File: src/rtl/rename_pkg.sv
// rename_pkg: shared register-file types and rename configuration.
//   RegType_t   - operand class (none / GPR / FPR / ROB tag)
//   RegFile_t   - {regtype, addr[5:0]} operand descriptor
//   RobDepth    - default ROB entry count (cpu_config value)
//   NumGpr/NumFpr, MapEntries, MapIdxW - map table geometry
//   is_renamable(), map_idx() - shared helpers for map table addressing
package rename_pkg;

    // cpu_config
    localparam int unsigned RobDepth   = 32;

    // regfile
    localparam int unsigned NumGpr     = 32;
    localparam int unsigned NumFpr     = 32;
    localparam int unsigned MapEntries = NumGpr + NumFpr;
    localparam int unsigned MapIdxW    = $clog2(MapEntries);

    typedef enum logic [1:0] {
        TYPE_NONE = 2'd0,
        TYPE_GPR  = 2'd1,
        TYPE_FPR  = 2'd2,
        TYPE_ROB  = 2'd3
    } RegType_t;

    typedef struct packed {
        RegType_t   regtype;
        logic [5:0] addr;
    } RegFile_t;

    // GPR x0 is hardwired and never gets a map entry.
    function automatic logic is_renamable(RegFile_t r);
        return ((r.regtype == TYPE_GPR) && (r.addr[4:0] != 5'd0)) ||
               (r.regtype == TYPE_FPR);
    endfunction

    // GPRs occupy entries 0..31, FPRs 32..63.
    function automatic logic [MapIdxW-1:0] map_idx(RegFile_t r);
        return {r.regtype == TYPE_FPR, r.addr[4:0]};
    endfunction

endpackage

File: src/rtl/rename_map_entry.sv
// rename_map_entry: one map-table slot (busy bit + owning ROB id).
//   clk, reset_    - clock, asynchronous active-low reset
//   flush          - clear busy (highest priority)
//   set/set_rob_id - allocate slot to a new ROB id (beats commit)
//   clr_e/clr_rob_id - commit; clears busy only if the slot still owns that id
//   busy, rob_id   - current slot state
module rename_map_entry #(
    parameter int unsigned ROB = 5
) (
    input  logic           clk,
    input  logic           reset_,
    input  logic           flush,
    input  logic           set,
    input  logic [ROB-1:0] set_rob_id,
    input  logic           clr_e,
    input  logic [ROB-1:0] clr_rob_id,
    output logic           busy,
    output logic [ROB-1:0] rob_id
);

    always_ff @(posedge clk or negedge reset_) begin
        if (!reset_) begin
            busy   <= 1'b0;
            rob_id <= '0;
        end else if (flush) begin
            busy   <= 1'b0;
        end else if (set) begin
            busy   <= 1'b1;
            rob_id <= set_rob_id;
        end else if (clr_e && busy && (rob_id == clr_rob_id)) begin
            busy   <= 1'b0;
        end
    end

endmodule

File: src/rtl/rename.sv
// rename: register rename map table with combinational lookup.
//   Optional feature: define RENAME_FLUSH_EN to add flush_ (active-low),
//   which clears every busy bit on the next edge, ahead of decode/commit.
// Ports:
//   clk, reset_                   - clock, asynchronous active-low reset
//   flush_                        - (RENAME_FLUSH_EN only) table flush
//   dec_e_, dec_invalid           - decode strobe (active-low) / invalid flag
//   dec_rd, dec_rs1, dec_rs2      - architectural operands
//   dec_rob_id                    - ROB id allocated to the decoded instr
//   ren_rs1, ren_rs2, ren_rd      - renamed operands (zero-cycle)
//   commit_e_, com_rob_id         - commit strobe (active-low) / committed id
module rename
    import rename_pkg::*;
#(
    parameter int unsigned ROB_DEPTH = RobDepth,
    localparam int unsigned ROB      = $clog2(ROB_DEPTH)
) (
    input  logic           clk,
    input  logic           reset_,
`ifdef RENAME_FLUSH_EN
    input  logic           flush_,
`endif
    input  logic           dec_e_,
    input  logic           dec_invalid,
    input  RegFile_t       dec_rd,
    input  RegFile_t       dec_rs1,
    input  RegFile_t       dec_rs2,
    input  logic [ROB-1:0] dec_rob_id,
    output RegFile_t       ren_rs1,
    output RegFile_t       ren_rs2,
    output RegFile_t       ren_rd,
    input  logic           commit_e_,
    input  logic [ROB-1:0] com_rob_id
);

    logic                  dec_valid;
    logic                  flush;
    logic [MapEntries-1:0] set_vec;
    logic [MapEntries-1:0] busy_vec;
    logic [ROB-1:0]        rob_vec [MapEntries];
    logic [MapIdxW-1:0]    rd_idx;
    logic [MapIdxW-1:0]    rs1_idx;
    logic [MapIdxW-1:0]    rs2_idx;
    logic                  unused_rd_hi;

    assign dec_valid = !dec_e_ && !dec_invalid;
    assign rd_idx    = map_idx(dec_rd);
    assign rs1_idx   = map_idx(dec_rs1);
    assign rs2_idx   = map_idx(dec_rs2);

    // Only addr[4:0] selects a map slot; the top bit of rd is not needed.
    assign unused_rd_hi = dec_rd.addr[5];

`ifdef RENAME_FLUSH_EN
    assign flush = !flush_;
`else
    assign flush = 1'b0;
`endif

    always_comb begin
        set_vec = '0;
        if (dec_valid && is_renamable(dec_rd)) begin
            set_vec[rd_idx] = 1'b1;
        end
    end

    for (genvar i = 0; i < MapEntries; i++) begin : g_map
        rename_map_entry #(
            .ROB(ROB)
        ) u_entry (
            .clk        (clk),
            .reset_     (reset_),
            .flush      (flush),
            .set        (set_vec[i]),
            .set_rob_id (dec_rob_id),
            .clr_e      (!commit_e_),
            .clr_rob_id (com_rob_id),
            .busy       (busy_vec[i]),
            .rob_id     (rob_vec[i])
        );
    end

    // Lookup reads the registered table, so a same-instruction rd update or
    // a same-cycle commit is only visible from the following cycle.
    function automatic RegFile_t lookup(RegFile_t src, logic busy, logic [ROB-1:0] id);
        RegFile_t r;
        r = src;
        if (is_renamable(src) && busy) begin
            r.regtype = TYPE_ROB;
            r.addr    = 6'(id);
        end
        return r;
    endfunction

    always_comb begin
        ren_rs1 = '{regtype: TYPE_NONE, addr: '0};
        ren_rs2 = '{regtype: TYPE_NONE, addr: '0};
        ren_rd  = '{regtype: TYPE_NONE, addr: '0};
        if (dec_valid) begin
            ren_rs1 = lookup(dec_rs1, busy_vec[rs1_idx], rob_vec[rs1_idx]);
            ren_rs2 = lookup(dec_rs2, busy_vec[rs2_idx], rob_vec[rs2_idx]);
            if (is_renamable(dec_rd)) begin
                ren_rd = '{regtype: TYPE_ROB, addr: 6'(dec_rob_id)};
            end
        end
    end

endmodule

File: config.mk
export PLATFORM = sky130hd
export DESIGN_NAME = rename
export DESIGN_NICKNAME = d
export VERILOG_FILES = /design/src/rtl/rename_pkg.sv /design/src/rtl/rename_map_entry.sv /design/src/rtl/rename.sv
export SDC_FILE = /design/constraint.sdc
export NUM_CORES = 1
export LEC_CHECK = 0
export CORE_UTILIZATION = 50
export DETAILED_ROUTE_END_ITERATION = 8
export PLACE_DENSITY = 0.63
export SLEW_MARGIN = 20
export SYNTH_ARGS = -nofsm -noshare
export SYNTH_HDL_FRONTEND = slang
export SYNTH_SLANG_ARGS = --single-unit
File: constraint.sdc
create_clock -name clk -period 5.7 [get_ports clk]
set_clock_uncertainty 0.1 [all_clocks]
set_input_delay 0.57 -clock clk [delete_from_list [all_inputs] [get_ports clk]]
set_output_delay 0.57 -clock clk [all_outputs]
set_load 0.02 [all_outputs]
==> results of run 1 <==
-- cells in the mapped netlist (5+ instances only) --
| library cell | number |
|---|---|
| dfrtp_1 | 384 |
| mux2_2 | 310 |
| xnor2_1 | 256 |
| mux2i_1 | 170 |
| mux4_2 | 103 |
| clkbuf_1 | 99 |
| a221oi_1 | 86 |
| nand2_1 | 80 |
| o31ai_1 | 67 |
| nand4_1 | 64 |
| o21ai_0 | 64 |
| xor2_1 | 64 |
| nor2_1 | 46 |
| a22oi_1 | 32 |
| a21oi_1 | 31 |
| nand3_1 | 26 |
| buf_1 | 24 |
| buf_2 | 21 |
| buf_4 | 13 |
| nor3_1 | 13 |
| buf_6 | 12 |
| a211oi_1 | 9 |
| mux4_1 | 9 |
| mux2_1 | 8 |
| nor2b_1 | 8 |
| and2_1 | 7 |
| inv_1 | 7 |
| nor2_2 | 7 |
| nand2b_1 | 6 |
| nand3b_1 | 6 |
| o21ai_1 | 5 |
-- layer usage --
metal	track usage, %	vias to the layer above	wire length, um
met2	50.10	927	36950
met3	6.780	211	7030
met4	13.01	2	3377
li1	-	7798	-
met1	45.52	9595	34420
met5	0	-	12
-- kinds of logic after synthesis --
group | Yosys count
DFF | 384
muxes | 600
AOI/OAI and AO/OA | 320
buffers and inverters | 184
xor gates and xnor gates | 320
other | 1
and+or+nand+nor | 274
-- area by class of cell --
class / instances / share of cell area [%]
Multi-Input combinational cell: 1515 / 52.67
Sequential cell: 384 / 35.19
Clock buffer: 65 / 4.693
Timing Repair Buffer: 117 / 3.913
Tap cell: 664 / 3.043
Clock inverter: 5 / 0.3666
Inverter: 9 / 0.1237
-- registers in the layout (all words and copies together) (netlist names) --
name                  count
g_map.u_entry.busy       64
g_map.u_entry.rob_id    320
-- worst max-delay path, delay by kind of cell --
kind | cells | cell delay, ns
buffers and inverters | 2 | 1.62
AOI/OAI and AO/OA | 3 | 1.64
and+or+nand+nor | 2 | 0.49
-- repair_timing --
item                      4_1_cts  5_1_grt
hold endpoints to repair       94        0
hold buffers                    1        0
buffers inserted                0        0
-- path summary, 6_finish.rpt --
path                                                         startpoint                                 endpoint  slack [ns]  cells past startpoint
worst max register to register  g_map[58].u_entry.rob_id[1]$_DFFE_PN0P_       g_map[58].u_entry.busy$_DFFE_PN0P_        4.33                      4
min in group asynchronous                                        reset_  g_map[23].u_entry.rob_id[1]$_DFFE_PN0P_        0.48                      2
max in group asynchronous                                        reset_       g_map[39].u_entry.busy$_DFFE_PN0P_        3.59                      3
worst min register to register   g_map[0].u_entry.rob_id[2]$_DFFE_PN0P_   g_map[0].u_entry.rob_id[2]$_DFFE_PN0P_        0.35                      0
worst min-delay path             g_map[0].u_entry.rob_id[2]$_DFFE_PN0P_   g_map[0].u_entry.rob_id[2]$_DFFE_PN0P_        0.35                      0
worst max-delay path                                         dec_rs1[2]                               ren_rs1[4]        0.68                      7
-- power by group through the flow --
stage / clock network, uW / registers (uW) / logic [uW]
CTS: 2860 / 3010 / 1100
global route: 2970 / 3030 / 1170
floorplan: 0 / 3000 / 750
finish: 2810 / 3020 / 1110
global placement: 0 / 3050 / 1070
detailed placement: 0 / 3060 / 1090
-- stage by stage --
stage,utilization (%),worst slack (ns),area (um2),hold WS [ns],std cells
after detailed placement,52.83,0.8689,25910,0.3376,2688
after global routing,55.66,0.6182,27300,0.3635,2759
after global placement,52.83,0.8562,25910,0.3297,2688
after CTS,55.66,0.8647,27300,0.3520,2759
final,55.66,0.6755,27300,0.3544,2759
after floorplan,-,2.547,24900,0.1744,2083
==> flow_summary_export.csv, run 1 <==
group,metric,value,unit
floorplan,num_rows,81,
logic_synthesis,synth_top_family_by_area,"multiplexers",
floorplan,die_width,225.2,um
timing,fmax,0.1990,GHz
logic_synthesis,synth-edff-count,0,
cts,ctsResizeCount,0,
run_status,status,"finished, final reports clean",
power_and_ir_drop,p_leak,0.01175,uW
cts,clock_latency,0.58,ns
floorplan,dieArea,50700,um2
layout,antenna_cells,0,
logic_synthesis,synth_xor_area_share,11.25,%
logic_synthesis,yosysSeqAreaShare,38.59,%
routing,wirelength,81790,um
timing,max_slew_margin,29.17,%
timing,finalCritPeriodShare,88.15,%
timing,final_max_slew_viol_count,0,
logic_synthesis,yosysUniqueCellTypes,60,
power_and_ir_drop,irDropWorstVdd,0.2377,mV
logic_synthesis,synth_compound_gate_area_share,9.391,%
worst_setup_path,cpMostUsedCell,"clkdlybuf4s50_1",
worst_setup_path,crit_slowest_cell,"clkdlybuf4s50_1",
layout,layout-area-overhead-vs-synth,9.642,%
power_and_ir_drop,p_int,5000,uW
worst_setup_path,path_cells,"clkdlybuf4s50_1 > nor2_4 > a221oi_1 > nor3_1 > o32a_1 > o32ai_1 > clkdlybuf4s50_1",
cts,numCtsBuffers,44,
cts,h-tree-depth,2,
worst_setup_path,critPathLaunchType,"input pin",
global_routing,antenna_found_initial,1,
layout,regArea,9609,um2
logic_synthesis,yosysTopAreaCell,"dfrtp_1",
power_and_ir_drop,power_switching_share,27.96,%
routing,num_vias,18530,
cts,numClockSinks,384,
power_and_ir_drop,sequentialPowerShare,43.5,%
logic_synthesis,synth-seq-cells,384,
logic_synthesis,synth.net_count,2122,
placement,port_buffers,60,
routing,drtPass1Iterations,5,
logic_synthesis,synth-simple-area-share,5.487,%
placement,gp_congestion,0.9746,
worst_setup_path,arrival,4.35,ns
floorplan,core_area,49050,um2
worst_setup_path,required,5.03,ns
global_routing,grt_max_degree,167,
routing,drt_iter0_drc,2066,
layout,drive_gt1_share,26.92,%
power_and_ir_drop,power_density,254.2,nW/um2
worst_setup_path,slowest_delay,0.88,ns
worst_setup_path,cp_max_fo,33,
floorplan,start_util,50.77,%
timing,tns,0,ns
cts,cts_buffer_depth,3,
cts,clk_pin_slew_worst_paths,0.05,ns
logic_synthesis,syn_inst,2083,
cts,cts_tree,"done",
placement,hpwl,53950,um
layout,layout_commonest_cell,"dfrtp_1",
routing,drc,0,
power_and_ir_drop,power.switching,1940,uW
power_and_ir_drop,pwr-share-comb,16.0,%
global_routing,overflow,0,
layout,num-nets-final,2110,
cts,cts_root_buf,"clkbuf_16",
min_path,hold_class,"flop to flop",
flow_run,cap_violations,0,
timing,rsz0062_at_grt,"false",
timing,hold_viol,0,
timing,tightest_slew,1.060,ns
timing,fin_crit,5.025,ns
power_and_ir_drop,pwr-share-clk,40.5,%
worst_setup_path,path_class,"input pin to output port",
floorplan,io_pins,63,
floorplan,die-height,225.2,um
layout,nFillCells,4186,
logic_synthesis,synthesis.area,24900,um2
logic_synthesis,synth_top_flop_cell,"dfrtp_1",
logic_synthesis,synth_mux_area_share,31.48,%
routing,wire_per_inst,29.65,um
logic_synthesis,synthTopCellsByArea,"dfrtp_1 (39%), mux2_2 (14%), mux4_2 (9.3%)",
global_routing,grt_pass1_wl,121900,um
routing,drtAntennaViolNets,0,
global_routing,grtUsageTotal,32.75,%
logic_synthesis,synth_adder_area_share,0,%
routing,viasPerCell,6.717,
global_routing,grt_pass1_vias,18400,
layout,layout_common_cells,"dfrtp_1 (384), mux2_2 (310), xnor2_1 (256)",
logic_synthesis,ys_warn_count,0,
power_and_ir_drop,power,6940,uW
worst_setup_path,crit_path_end_kind,"output port",
logic_synthesis,synth_top_area_share,38.59,%
layout,multi_input_area,14380,um2
logic_synthesis,syn_area_per_cell,11.96,um2
logic_synthesis,async_reset_ff_share,100.0,%
timing,setup_violations,0,
Power figures use the tool's default switching activity.
==> run 2: changes to the inputs <==
PLACE_DENSITY = 0.79   (was 0.63)
SETUP_SLACK_MARGIN = 0.5   (was not set)
==> run 2 against run 1 <==
  * Via count increased by 2.9%
  * Worst setup slack got worse by 0.12 ns
  * Total power decreased by 0.78%
  * Die area unchanged
  * Hold slack got worse by 0.15 ns
  * Critical endpoint unchanged
==> flow_summary_export.csv, run 2 (synthesized netlist as in run 1, its figures left out) <==
group,metric,value,unit
worst_setup_path,arrival,4.47,ns
layout,largest-register,"g_map.u_entry.rob_id",
power_and_ir_drop,sequentialPowerShare,43.8,%
placement,gp_congestion,1.012,
global_routing,grt_pass1_wl,120200,um
worst_setup_path,path_cells,"clkdlybuf4s50_1 > nor2b_2 > buf_4 > a221oi_1 > nor3_1 > o32a_1 > o32ai_1 > clkdlybuf4s50_1",
global_routing,overflow,0,
power_and_ir_drop,pwr-share-comb,16.2,%
power_and_ir_drop,pwr-share-clk,40.0,%
global_routing,grt_max_degree,153,
run_status,status,"finished, final reports clean",
floorplan,io_pins,63,
timing,finalCritPeriodShare,90.23,%
timing,setup_violations,0,
power_and_ir_drop,irDropWorstVdd,0.2174,mV
routing,wire_per_inst,28.97,um
worst_setup_path,slowest_delay,0.79,ns
layout,layout_common_cells,"dfrtp_1 (384), mux2_2 (310), xnor2_1 (256)",
power_and_ir_drop,power.switching,1942,uW
timing,max_slew_margin,20.19,%
cts,h-tree-depth,2,
worst_setup_path,crit_slowest_cell,"clkdlybuf4s50_1",
cts,post_cts_buffers,0,
cts,clock_latency,0.58,ns
global_routing,grtUsageTotal,31.88,%
global_routing,grt_pass1_vias,18640,
routing,drc,0,
cts,numCtsBuffers,43,
cts,clk_pin_slew_worst_paths,0.06,ns
cts,numClockSinks,384,
routing,viasPerCell,6.913,
timing,fmax,0.1944,GHz
floorplan,start_util,50.77,%
floorplan,die-height,225.2,um
layout,nFillCells,4051,
routing,drtPass1Iterations,5,
worst_setup_path,required,5.03,ns
power_and_ir_drop,p_int,4944,uW
cts,cts_tree,"done",
power_and_ir_drop,power,6885,uW
layout,drive_gt1_share,27.03,%
timing,fin_crit,5.143,ns
routing,drt_iter0_drc,2480,
timing,hold_viol,0,
worst_setup_path,cp_max_fo,22,
timing,tightest_slew,1.192,ns
cts,cts_root_buf,"clkbuf_16",
power_and_ir_drop,p_leak,0.01172,uW
routing,drtAntennaViolNets,0,
floorplan,dieArea,50700,um2
floorplan,core_area,49050,um2
floorplan,num_rows,81,
power_and_ir_drop,power_switching_share,28.20,%
worst_setup_path,crit_path_end_kind,"output port",
global_routing,antenna_found_initial,3,
worst_setup_path,cpMostUsedCell,"clkdlybuf4s50_1",
flow_run,cap_violations,0,
layout,num-nets-final,2106,
timing,final_max_slew_viol_count,0,
layout,largest_reg_flops,320,
floorplan,die_width,225.2,um
routing,wirelength,79930,um
layout,layout_commonest_cell,"dfrtp_1",
cts,ctsResizeCount,0,
cts,cts_buffer_depth,3,
timing,rsz0062_at_grt,"false",
worst_setup_path,critPathLaunchType,"input pin",
worst_setup_path,path_class,"input pin to output port",
routing,num_vias,19070,
layout,layout-area-overhead-vs-synth,9.360,%
min_path,hold_class,"input pin to flop",
layout,reg_top3,"g_map.u_entry.rob_id: 320 flops, g_map.u_entry.busy: 64 flops",
placement,port_buffers,60,
power_and_ir_drop,power_density,252.8,nW/um2
timing,tns,0,ns
placement,hpwl,54270,um
run 2: worst paths after layout:
kind,cells after the start,startpoint,to,slack [ns]
setup / recovery,8,dec_rs1[2],ren_rs1[4],0.56
hold / removal,2,dec_rob_id[2],g_map[34].u_entry.rob_id[2]$_DFFE_PN0P_,0.20
setup reg to reg,4,g_map[55].u_entry.rob_id[4]$_DFFE_PN0P_,g_map[55].u_entry.busy$_DFFE_PN0P_,4.25
hold reg to reg,0,g_map[0].u_entry.rob_id[3]$_DFFE_PN0P_,g_map[0].u_entry.rob_id[3]$_DFFE_PN0P_,0.37
max in group asynchronous,3,reset_,g_map[0].u_entry.rob_id[3]$_DFFE_PN0P_,3.63
min in group asynchronous,2,reset_,g_map[47].u_entry.rob_id[2]$_DFFE_PN0P_,0.54
run 2: per-stage QoR:
step	instance area, um2	cells	utilization (%)	worst slack [ns]	hold WS (ns)
floorplan	24900	2083	-	2.547	0.1744
global placement	25850	2685	52.70	0.8857	0.3493
detailed placement	25850	2685	52.70	0.8128	0.3506
CTS	27230	2758	55.51	0.7826	0.1858
global route	27230	2759	55.52	0.5427	0.2022
finish	27230	2759	55.52	0.5567	0.2002
run 2: power by group through the flow:
| stage | clock network (uW) | logic [uW] | registers, uW |
|---|---|---|---|
| 5_1_grt | 2890 | 1170 | 3030 |
| 4_1_cts | 2770 | 1090 | 3010 |
| 3_5_place_dp | 0 | 1090 | 3060 |
| 2_1_floorplan | 0 | 750 | 3000 |
| 3_3_place_gp | 0 | 1060 | 3050 |
| 6_report | 2750 | 1120 | 3020 |
run 2: repair_timing:
item,in CTS,in global routing
hold buffers,1,0
endpoints found under the hold margin,29,0
endpoints found under the setup margin,0,0
run 2: layer usage:
layer | part of all wire (%) | global-route usage [%] | wire, um
met1 | 40 | 43.90 | 31720
met2 | 45 | 48.17 | 35780
met3 | 11 | 7.653 | 8584
met4 | 4.8 | 13.30 | 3832
met5 | 0.029 | 0 | 23
run 2: area by class of cell:
cell class                 count  area, um2  area share (%)
antenna                        1      2.502        0.009189
clock buffer                  65       1311           4.815
clock inverter                 7      60.06          0.2205
inverter                       9      33.78          0.1240
multi-input combinational   1515      14360           52.73
sequential                   384       9609           35.28
tap                          664      830.8           3.051
timing repair buffer         114       1026           3.767
run 2: critical path: cells and delay by family:
| kind | cells | cell delay (ns) |
|---|---|---|
| compound gates | 3 | 1.56 |
| buf+inv | 3 | 1.84 |
| simple gates | 2 | 0.49 |
